### config.mk
export PLATFORM = sky130hd
export DESIGN_NAME = arbitro_mux_8x1_flat
export DESIGN_NICKNAME = d
export VERILOG_FILES = /design/src/rtl/arbitro_mux_8x1_pkg.sv /design/src/rtl/arbitro_mux_8x1_if.sv /design/src/rtl/arbitro_mux_8x1_seletor_prioridade_rr.sv /design/src/rtl/arbitro_mux_8x1.sv /design/src/flat_wrapper.sv
export SDC_FILE = /design/constraint.sdc
export NUM_CORES = 1
export LEC_CHECK = 0
export CORE_ASPECT_RATIO = 1.5
export CORE_MARGIN = 3
export CORE_UTILIZATION = 60
export DETAILED_ROUTE_END_ITERATION = 7
export GPL_ROUTABILITY_DRIVEN = 0
export PLACE_DENSITY = 0.86
export SYNTH_ARGS = -nofsm -noshare
export SYNTH_HDL_FRONTEND = slang
export SYNTH_HIERARCHICAL = 1
export SYNTH_SLANG_ARGS = --single-unit
### constraint.sdc
create_clock -name clock -period 4.9 [get_ports clock]
set_input_delay 0.735 -clock clock [delete_from_list [all_inputs] [get_ports clock]]
set_output_delay 0.735 -clock clock [all_outputs]
set_load 0.01 [all_outputs]
### src/rtl/arbitro_mux_8x1_pkg.sv
// Shared types and constants for the 8-way round-robin arbiter in front of mux_8x1_n.
package arbitro_pkg;
  localparam int N_ENTRADAS = 8;
  localparam int SEL_W      = 3;

  typedef enum logic [1:0] {
    OCIOSO  = 2'b00,
    CONCEDE = 2'b01,
    TROCA   = 2'b10
  } estado_t;
endpackage

### src/rtl/arbitro_mux_8x1_if.sv
// Request/grant bundle between the requesters (master) and the arbiter (slave).
interface arbitro_mux_8x1_if;
  import arbitro_pkg::*;

  logic [N_ENTRADAS-1:0] REQ;
  logic [N_ENTRADAS-1:0] GNT;
  logic [SEL_W-1:0]      SEL;
  logic                  VALIDO;
  logic [1:0]            ESTADO_DB;

  modport master (output REQ, input GNT, SEL, VALIDO, ESTADO_DB);
  modport slave  (input REQ, output GNT, SEL, VALIDO, ESTADO_DB);
endinterface

### src/rtl/arbitro_mux_8x1_seletor_prioridade_rr.sv
// Combinational circular priority encoder: first set REQ bit scanning upward from ptr, wrapping at 7.
module seletor_prioridade_rr
  import arbitro_pkg::*;
(
  input  logic [N_ENTRADAS-1:0] REQ,
  input  logic [SEL_W-1:0]      ptr,
  output logic [SEL_W-1:0]      indice,
  output logic                  achou
);

  logic [SEL_W-1:0] w_cand;

  // Walk from the farthest offset down so the closest hit to ptr is written last and wins.
  always_comb begin
    indice = '0;
    achou  = 1'b0;
    w_cand = ptr;
    for (int k = N_ENTRADAS - 1; k >= 0; k--) begin
      w_cand = ptr + SEL_W'(k);
      if (REQ[w_cand]) begin
        indice = w_cand;
        achou  = 1'b1;
      end
    end
  end

endmodule

### src/rtl/arbitro_mux_8x1.sv
// Round-robin arbiter driving the mux_8x1_n select, with a bounded grant length under contention.
module arbitro_mux_8x1
  import arbitro_pkg::*;
#(
  parameter int MAX_CICLOS = 16
) (
  input  logic               clock,
  input  logic               reset,
  arbitro_mux_8x1_if.slave   bus
);

  localparam int              CNT_W   = $clog2(MAX_CICLOS) + 1;
  localparam logic [CNT_W-1:0] CNT_MAX = CNT_W'(MAX_CICLOS - 1);

  estado_t               r_estado, w_estado_nxt;
  logic [N_ENTRADAS-1:0] r_gnt, w_gnt_nxt;
  logic [SEL_W-1:0]      r_sel, w_sel_nxt;
  logic                  r_valido, w_valido_nxt;
  logic [SEL_W-1:0]      r_ptr, w_ptr_nxt;
  logic [CNT_W-1:0]      r_cnt, w_cnt_nxt;

  logic [SEL_W-1:0]      w_indice;
  logic                  w_achou;
  logic                  w_outros;
  logic                  w_limite;

  seletor_prioridade_rr u_seletor (
    .REQ    (bus.REQ),
    .ptr    (r_ptr),
    .indice (w_indice),
    .achou  (w_achou)
  );

  assign w_outros = |(bus.REQ & ~r_gnt);
  assign w_limite = (r_cnt == CNT_MAX);

  always_ff @(posedge clock) begin
    if (reset) begin
      r_estado <= OCIOSO;
      r_gnt    <= '0;
      r_sel    <= '0;
      r_valido <= 1'b0;
      r_ptr    <= '0;
      r_cnt    <= '0;
    end else begin
      r_estado <= w_estado_nxt;
      r_gnt    <= w_gnt_nxt;
      r_sel    <= w_sel_nxt;
      r_valido <= w_valido_nxt;
      r_ptr    <= w_ptr_nxt;
      r_cnt    <= w_cnt_nxt;
    end
  end

  always_comb begin
    w_estado_nxt = r_estado;
    w_gnt_nxt    = r_gnt;
    w_sel_nxt    = r_sel;
    w_valido_nxt = r_valido;
    w_ptr_nxt    = r_ptr;
    w_cnt_nxt    = r_cnt;
    case (r_estado)
      OCIOSO, TROCA: begin
        w_estado_nxt = OCIOSO;
        w_gnt_nxt    = '0;
        w_valido_nxt = 1'b0;
        if (w_achou) begin
          w_estado_nxt = CONCEDE;
          w_gnt_nxt    = {{(N_ENTRADAS-1){1'b0}}, 1'b1} << w_indice;
          w_sel_nxt    = w_indice;
          w_valido_nxt = 1'b1;
          w_cnt_nxt    = '0;
        end
      end
      CONCEDE: begin
        // Release and preemption share one exit; SEL is kept so the mux select stays stable.
        if (!bus.REQ[r_sel] || (w_limite && w_outros)) begin
          w_estado_nxt = TROCA;
          w_gnt_nxt    = '0;
          w_valido_nxt = 1'b0;
          w_ptr_nxt    = r_sel + SEL_W'(1);
        end else if (!w_limite) begin
          w_cnt_nxt = r_cnt + CNT_W'(1);
        end
      end
      default: begin
        w_estado_nxt = OCIOSO;
        w_gnt_nxt    = '0;
        w_valido_nxt = 1'b0;
      end
    endcase
  end

  assign bus.GNT       = r_gnt;
  assign bus.SEL       = r_sel;
  assign bus.VALIDO    = r_valido;
  assign bus.ESTADO_DB = r_estado;

endmodule

### src/flat_wrapper.sv
// flat-port wrapper written by rule: the top's interface ports become plain ports
module arbitro_mux_8x1_flat import arbitro_pkg::*;
#(
  parameter int MAX_CICLOS = 16
)
  (clock, reset, bus_REQ, bus_GNT, bus_SEL, bus_VALIDO, bus_ESTADO_DB);
  arbitro_mux_8x1_if bus_i ();
  input  logic clock;
  input  logic reset;
  input wire logic [$bits(bus_i.REQ)-1:0] bus_REQ;
  output wire logic [$bits(bus_i.GNT)-1:0] bus_GNT;
  output wire logic [$bits(bus_i.SEL)-1:0] bus_SEL;
  output wire logic [$bits(bus_i.VALIDO)-1:0] bus_VALIDO;
  output wire logic [$bits(bus_i.ESTADO_DB)-1:0] bus_ESTADO_DB;
  assign bus_i.REQ = bus_REQ;
  assign bus_GNT = bus_i.GNT;
  assign bus_SEL = bus_i.SEL;
  assign bus_VALIDO = bus_i.VALIDO;
  assign bus_ESTADO_DB = bus_i.ESTADO_DB;
  arbitro_mux_8x1 #(.MAX_CICLOS(MAX_CICLOS)) u_core (.clock(clock), .reset(reset), .bus(bus_i));
endmodule
; ---- Yosys cells after proc, flatten, opt, wreduce, memory -nomap -nowiden
; Cells that the tools add are included.
[totals]
ff_bits = 22
elab_cells = 91
[classes]
addsub = 9
magnitude_cmp = 9
n_eq_ne = 7
shift = 1
mux = 47
bitwise_logic = 2
n_reduce_logical = 10
[op_table]
columns = op, n
row1 = < comparator 3 x 4 -> 1 bit (second input constant), 9
row2 = binary-select mux 1 bit (select 3 bit), 9
row3 = 2-to-1 mux 3 bit, 8
row4 = 2-to-1 mux 1 bit, 20
row5 = 2-to-1 mux 8 bit, 2
row6 = case mux 8 bit (2 select lines), 1
row7 = 2-to-1 mux 5 bit, 3
row8 = adder 3 bit (second input constant), 4
row9 = case mux 5 bit (2 select lines), 1
row10 = bitwise AND 8 bit, 1
row11 = inverter 8 bit, 1
row12 = OR reduction 8 bit, 1
row13 = left shift 1 x 3 -> 8 bit (first input constant), 1
row14 = adder 3 x 1 -> 3 bit (second input constant), 2
row15 = adder 3 x 2 -> 3 bit (second input constant), 2
row16 = != test 2 bit (second input constant), 3
row17 = adder 5 x 1 -> 5 bit (second input constant), 1
row18 = equality test 5 x 4 -> 1 bit (second input constant), 1
row19 = case mux 2 bit (2 select lines), 1
row20 = AND reduction 2 bit, 2
row21 = AND reduction 4 bit, 1
row22 = equality test 2 x 1 -> 1 bit (second input constant), 1
row23 = equality test 2 bit (second input constant), 1
row24 = zero test 2 bit, 1
row25 = other kinds (8), 8

; ---- Depth between registers and ports, before layout
; Gate-level depths: netlist of run 1.
[logic_depth]
ltp_word = 14
depth_mapped = 13
mapped_depth_nobuf = 10

; ---- Hierarchy
; The synthesis of run 1 kept the hierarchy.
[by_module_without_submodules]
columns = module, instances, cells_per_inst, area_per_inst_um2, seq_area_each_um2
row1 = arbitro_mux_8x1, 1, 111, 1082.3, 420.4
row2 = seletor_prioridade_rr, 1, 90, 782.0, 0.0

; ---- Worst setup path before layout of run 1
; OpenSTA, ideal clock, no wires.
[synth_path]
path_type = flip-flop to flip-flop
start = register u_core.r_ptr[1]
end = register u_core.r_gnt[1] (netlist: u_core/bus.GNT[1])
setup_ps = 117
arrival_time_ps = 3034
required_time_ps = 4783
path_slack_ps = 1749
path_stages_with_launch = 14
n_path_buf = 3
period_less_slack_ps = 3151
path_cell_list = dfxtp_1 buf_4 buf_4 inv_1 ha_1 clkbuf_1 mux4_2 mux2_4 o21ai_2 a31oi_1 o21bai_1 mux2_1 and2b_1 a22o_1
[synth_via]
elab_chain_cells = 14
word_cells_on_any_way = 42
cone_classes = add/sub (7) / shift (1) / mux (34)
[synth_lines]
columns = element, line
row1 = start: declaration, arbitro_mux_8x1.sv:19  ; logic [SEL_W-1:0] r_ptr, w_ptr_nxt;
row2 = start signal: assignment, arbitro_mux_8x1.sv:50  ; r_ptr <= w_ptr_nxt;
row3 = adder 3 bit, arbitro_mux_8x1_seletor_prioridade_rr.sv:19  ; w_cand = ptr + SEL_W'(k);
row4 = binary-select mux 1 bit (select 3 bit), arbitro_mux_8x1_seletor_prioridade_rr.sv:20  ; if (REQ[w_cand]) begin
row5 = 2-to-1 mux 1 bit (implied by the code), arbitro_mux_8x1_seletor_prioridade_rr.sv:20
row6 = 2-to-1 mux 3 bit (7 in series), arbitro_mux_8x1_seletor_prioridade_rr.sv:20
row7 = 2-to-1 mux 3 bit *, arbitro_mux_8x1_seletor_prioridade_rr.sv:20
row8 = net u_core.w_indice[0], arbitro_mux_8x1.sv:22  ; logic [SEL_W-1:0] w_indice;
row9 = left shift 1 x 3 -> 8 bit *, arbitro_mux_8x1.sv:69  ; w_gnt_nxt = {{(N_ENTRADAS-1){1'b0}}, 1'b1} << w_indice;
row10 = 2-to-1 mux 8 bit *, arbitro_mux_8x1.sv:67  ; if (w_achou) begin
row11 = case mux 8 bit (2 select lines) *, arbitro_mux_8x1.sv:62  ; case (r_estado)
row12 = end signal: assignment, arbitro_mux_8x1.sv:47  ; r_gnt <= w_gnt_nxt;
row13 = end: declaration, arbitro_mux_8x1.sv:16  ; logic [N_ENTRADAS-1:0] r_gnt, w_gnt_nxt;
; The timed path passes the listed nets; every way through them passes the cells marked *. The select of a mux whose other input is x is not followed.
; A chain may end at the register's enable or synchronous reset.

; ---- Final worst setup path of run 1
; Ends and elaborated chain as after synthesis.

==> impl_metrics.yaml, run 1 <==
global_routing:
  grt_overflow: 0
  grtUsageTotal_pct: 26.3
  antenna_found_initial: 0
  grt_pass1_wl_um: 7650
  grt_max_degree: 24
  grt_pass1_vias: 1753
setup_path:
  cp_max_fo: 16
  slowest_stage: "dfxtp_1"
  critPathRequiredTime_ns: 5.04
  regToRegEndpoint: "u_core/bus.GNT[1]"
  rrSetupSlack_ns: 0.94
  worstSetupPathType: "reg2reg"
  cp-start-kind: "flip-flop"
  crit_arrival_ns: 4.10
  critical_path.max_stage_delay_ns: 0.73
  worst_setup_path_end_kind: "flip-flop"
  r2r_cells: 10
  r2r-start: "u_core/r_ptr[1]"
  cp_cell_sequence: "inv_1 > ha_1 > mux4_1 > a21oi_1 > o211ai_1 > a211oi_1 > nor4b_1 > o22ai_1 > and2b_1 > a22o_1"
clocking:
  clkSinkCount: 21
  cts_hold_buffers: 0
  htree_levels: 1
  numCtsBuffers: 3
  postCtsResizedCells: 0
  clock_path_buffers: 2
  clock_latency_ns: 0.26
  cts_root_buffer: "clkbuf_8"
  cts_tree: "built"
  path_clk_slew_ns: 0.08
  cts_setup_buffers: 0
power_and_ir_drop:
  p_per_area_nw_per_um2: 365
  p_leak_uw: 0.000775
  p_clk_share_pct: 14.2
  irDropWorstVdd_mv: 0.284
  p_sw_uw: 321
  swShare_pct: 41.4
  combPwrFrac_pct: 55.5
  seqPwrFrac_pct: 30.3
  intPower_uw: 454
layout:
  syn_to_final_growth_pct: 13.8
  final_area_um2: 2120
  layout.nets: 234
  drive_gt1_share_pct: 11.0
  diodes: 0
detailed_routing:
  wl_um: 4930
  drc: 0
  drtAntennaViolNets: 0
  dr.pass1.iters: 4
  wl_per_cell_um: 19.2
  vias: 1741
  drt-vias-per-instance: 6.77
  drtIter0Drc: 102
sta:
  whs_ns: 0.505
  worstMarginPinSlew_ns: 0.895
  layout_setup_ws_ns: 0.944
  slew_headroom_pct: 40.3
  max_freq_mhz: 253
  slew_viol_final: 0
  fin_crit_ns: 3.96
  finClkSkew_ns: 0.0123
  finalSetupViolCount: 0
  final.setup.tns_ns: 0
  finalCritPeriodShare_pct: 80.7
  hold_viol: 0
  rsz0062_at_grt: "no"
synthesis:
  synth_edf_count: 0
  synth.largest_area_cell: "dfxtp_1"
  yosysWarnings: 6
  ys_ff_latch: 21
  syn_nets: 216
  synth.distinct_cells: 56
  synthTopCellsByCount: "dfxtp_1, nor2_1, nand2_1"
  synthesis.area_um2: 1860
  synth.most_common_cell: "dfxtp_1"
  postSynth.asyncResetShare_pct: 0
  synth-seq-area-share_pct: 22.6
  syn_area_per_cell_um2: 9.28
  syn_inst: 201
  synth_top_area_share_pct: 22.6
  ys_top_cells_by_area: "dfxtp_1, mux4_1, mux4_2"
  synth_ff_type: "dfxtp_1"
floorplan:
  ios: 24
  die_w_um: 51.5
  initial_core_util_pct: 63.4
  die_y_um: 74.3
  rows: 24
  die_area_um2: 3830
  core-area_um2: 2940
placed_design:
  dpl.hpwl_um: 3750
  place_ws_ns: 1.14
  port_buffers: 23
  dpl_cell_area_um2: 2080
worst_hold_path:
  hp-class: "reg2reg"
  hold_end: "u_core/bus.GNT[0]"
  min-delay-start: "u_core/bus.GNT[0]"
  whs_path_depth: 1
run:
  maxCapViolations: 0
outcome:
  status: "finished clean"
[critical path: cells and delay by family, from the launching register on]
| family | cells | cell delay (ns) |
|---|---|---|
| compound gates | 5 | 1.52 |
| fa+ha+maj | 1 | 0.52 |
| buf+inv | 1 | 0.26 |
| flops | 1 | 0.73 |
| mux | 1 | 0.44 |
| simple gates | 2 | 0.35 |
[how the worst max path moves through the flow]
stage / from / end / slack, ns / cells after the start
after CTS: u_core/r_ptr[1] / u_core/bus.GNT[1] / 1.10 / 10
after detailed placement: bus_REQ[3] / u_core/bus.GNT[1] / 1.14 / 9
after global placement: bus_REQ[1] / u_core/bus.GNT[1] / 1.30 / 9
after floorplan: u_core/r_ptr[1] / u_core/bus.GNT[1] / 1.75 / 13
final: u_core/r_ptr[1] / u_core/bus.GNT[1] / 0.94 / 10
after global routing: u_core/r_ptr[1] / u_core/bus.GNT[6] / 0.79 / 10
[stage by stage]
step	instances	total power [µW]	utilization, %
2_1_floorplan	201	542	-
3_3_place_gp	253	640	70.5
3_5_place_dp	253	656	70.5
4_1_cts	257	767	72.1
5_1_grt	257	812	72.1
6_report	257	775	72.1
[cells by family (layout without fill, tap and decap cells)]
logic type | after synthesis | after routing | share of synthesized area, %
flops | 21 | 21 | 22.6
simple gates | 73 | 73 | 22.2
buf+inv | 19 | 36 | 5.44
compound gates | 49 | 49 | 18.9
mux | 30 | 30 | 25.6
fa+ha+maj | 5 | 5 | 3.36
xor+xnor | 4 | 4 | 1.88
[layout by cell type, fill, tap and decap left out, types with 4 or more instances in the layout]
cell             count
a21oi_1             11
a22o_1               6
a31oi_1              4
clkdlybuf4s50_1     23
dfxtp_1             21
ha_1                 5
inv_1                9
mux2_2               8
mux2i_1              8
mux4_1               6
mux4_2               5
nand2_1             15
nand2b_1            11
nor2_1              16
nor2b_1              5
nor3_1               5
[registers in the layout (all words and copies together) (netlist names)]
register              cells
u_core/bus.SEL            3
u_core/bus.VALIDO         1
u_core/r_ptr              3
u_core/bus.GNT            8
u_core/r_cnt              5
u_core/bus.ESTADO_DB      1
[area by class of cell]
cell class                      instances  area, µm²
Clock buffer                            4       45.0
Fill cell                             230        822
Inverter                                9       33.8
Multi-Input combinational cell        161       1340
Sequential cell                        21        420
Tap cell                               39       48.8
Timing Repair Buffer                   23        230
[power groups by stage]
stage               Combinational [µW]  Sequential [µW]  Clock (µW)
global route                       455              239         119
finish                             430              234         110
detailed placement                 418              238           0
CTS                                421              234         112
global placement                   404              236           0
floorplan                          315              227           0
[metal layers]
layer,part of all wire (%),global-route usage (%),vias to the layer above
li1,-,-,804
met1,36,24.6,829
met2,55,52.5,82
met3,4.5,3.61,26
met4,4.6,14.6,0
met5,0,0,-
No activity file was read; power rests on OpenSTA's default activity.
==> run 2: changes to the inputs <==
--- a/config.mk
+++ b/config.mk
@@ -7,10 +7,10 @@
 export LEC_CHECK = 0
 export CORE_ASPECT_RATIO = 1.5
 export CORE_MARGIN = 3
-export CORE_UTILIZATION = 60
+export CORE_UTILIZATION = 55
 export DETAILED_ROUTE_END_ITERATION = 7
 export GPL_ROUTABILITY_DRIVEN = 0
-export PLACE_DENSITY = 0.86
+export PLACE_DENSITY = 0.79
 export SYNTH_ARGS = -nofsm -noshare
 export SYNTH_HDL_FRONTEND = slang
 export SYNTH_HIERARCHICAL = 1
==> constraint.sdc (replaced) <==
create_clock -name clock -period 3.8 [get_ports clock]
set_input_delay 0.57 -clock clock [delete_from_list [all_inputs] [get_ports clock]]
set_output_delay 0.57 -clock clock [all_outputs]
set_load 0.01 [all_outputs]
==> run 2 against run 1 <==
Compared with the run above:
- first-iteration DRC count shrank 39%
- register-to-register slack lost 0.45 ns
- cell count grew 1.6%
- critical path type is now in2reg
- critical endpoint unchanged
==> impl_metrics.yaml, run 2 (synthesized netlist as in run 1, its figures left out) <==
sta:
  final.setup.tns_ns: 0
  hold_viol: 0
  whs_ns: 0.514
  rsz0062_at_grt: "no"
  slew_viol_final: 0
  finalSetupViolCount: 0
  fin_crit_ns: 3.40
  finClkSkew_ns: 0.00198
  max_freq_mhz: 294
  layout_setup_ws_ns: 0.397
  slew_headroom_pct: 54.8
  worstMarginPinSlew_ns: 0.675
  finalCritPeriodShare_pct: 89.6
placed_design:
  port_buffers: 23
  dpl.hpwl_um: 3690
  place_ws_ns: 0.217
detailed_routing:
  dr.pass1.iters: 4
  drtAntennaViolNets: 0
  vias: 1741
  wl_per_cell_um: 18.7
  drc: 0
  drtIter0Drc: 62
  wl_um: 4870
  drt-vias-per-instance: 6.67
layout:
  drive_gt1_share_pct: 12.7
  utilization_pct: 67.3
  syn_to_final_growth_pct: 15.1
  layout_commonest_cell: "clkdlybuf4s50_1"
  layout.nets: 237
  largest_register_ffs: 8
  final_cell_mix: "clkdlybuf4s50_1, dfxtp_1, nor2_1"
  fill_cells: 252
  diodes: 0
setup_path:
  regToRegEndpoint: "u_core/bus.GNT[1]"
  worstSetupPathType: "in2reg"
  cp-start-kind: "primary input"
  critPathRequiredTime_ns: 3.95
  r2r-start: "u_core/r_ptr[1]"
  rrSetupSlack_ns: 0.49
  crit_arrival_ns: 3.56
  worst_setup_path_end_kind: "flip-flop"
  cp_max_fo: 7
  r2r_cells: 10
power_and_ir_drop:
  p_per_area_nw_per_um2: 467
  p_leak_uw: 0.000794
  irDropWorstVdd_mv: 0.433
global_routing:
  antenna_found_initial: 0
  grt_pass1_vias: 1710
  grt_overflow: 0
  grtUsageTotal_pct: 25.8
  grt_max_degree: 24
  grt_pass1_wl_um: 8030
clocking:
  path_clk_slew_ns: 0.08
  cts_root_buffer: "clkbuf_8"
  numCtsBuffers: 3
  postCtsResizedCells: 0
  cts_tree: "built"
  clkSinkCount: 21
  cts_hold_buffers: 0
  clock_latency_ns: 0.26
  htree_levels: 1
  cts_setup_buffers: 0
  clock_path_buffers: 2
worst_hold_path:
  hp-class: "reg2reg"
  min-delay-start: "u_core/bus.GNT[3]"
  hold_end: "u_core/bus.GNT[3]"
  whs_path_depth: 1
floorplan:
  initial_core_util_pct: 58.4
  ios: 24
  rows: 25
  core-area_um2: 3190
  die_y_um: 77.3
  die_area_um2: 4140
  die_w_um: 53.5
outcome:
  status: "finished clean"
run:
  maxCapViolations: 0
==> run 2: cell types whose count changed in the layout (fill, tap and decap cells not counted) <==
cell | previous run | this run
buf_4 | 0 | 3
clkbuf_1 | 1 | 0
clkinv_2 | 0 | 1
==> run 2: power breakdown <==
part	internal (µW)	total [µW]	switching [µW]
combinational	267	576	309
clock	73.0	145	71.9
sequential	249	282	32.7
total	589	1000	414
==> run 2: per-layer routing <==
layer	up-vias	track usage (%)	wire length (µm)
met5	-	0	0
met4	0	14.1	241
met3	20	4.08	240
met2	70	43.5	2600
met1	842	29.6	1780
li1	809	-	-
==> run 2: worst max path at each step <==
stage / startpoint / end / cells after the start
after floorplan: u_core/r_ptr[1] / u_core/bus.GNT[1] / 13
after global placement: bus_REQ[0] / u_core/bus.GNT[3] / 9
after detailed placement: bus_REQ[0] / u_core/bus.GNT[1] / 9
after CTS: bus_REQ[0] / u_core/bus.GNT[1] / 9
after global routing: bus_REQ[0] / u_core/bus.GNT[1] / 9
final: bus_REQ[0] / u_core/bus.GNT[1] / 9
==> run 2: worst max-delay path: stages <==
cell and delay (ns):
clkdlybuf4s50_1 0.51, mux4_1 0.65, a21oi_1 0.37, o211ai_1 0.17, a211oi_1 0.28, nor4b_1 0.09
o22ai_1 0.46, and2b_1 0.27, a22o_1 0.19
==> run 2: layout make-up <==
class	count	area, µm²	share of cell area [%]
sequential	21	420	19.6
inverter	9	33.8	1.57
tap	40	50.0	2.33
multi-input combinational	161	1340	62.6
timing repair buffer	26	253	11.8
clock inverter	1	5.00	0.233
clock buffer	3	41.3	1.92
==> run 2: through the flow <==
step                total power (µW)  cells  cell area [µm²]
finish                          1000    261             2150
global route                    1070    261             2150
CTS                              996    261             2150
detailed placement               850    257             2100
global placement                 830    257             2100
floorplan                        699    201             1860
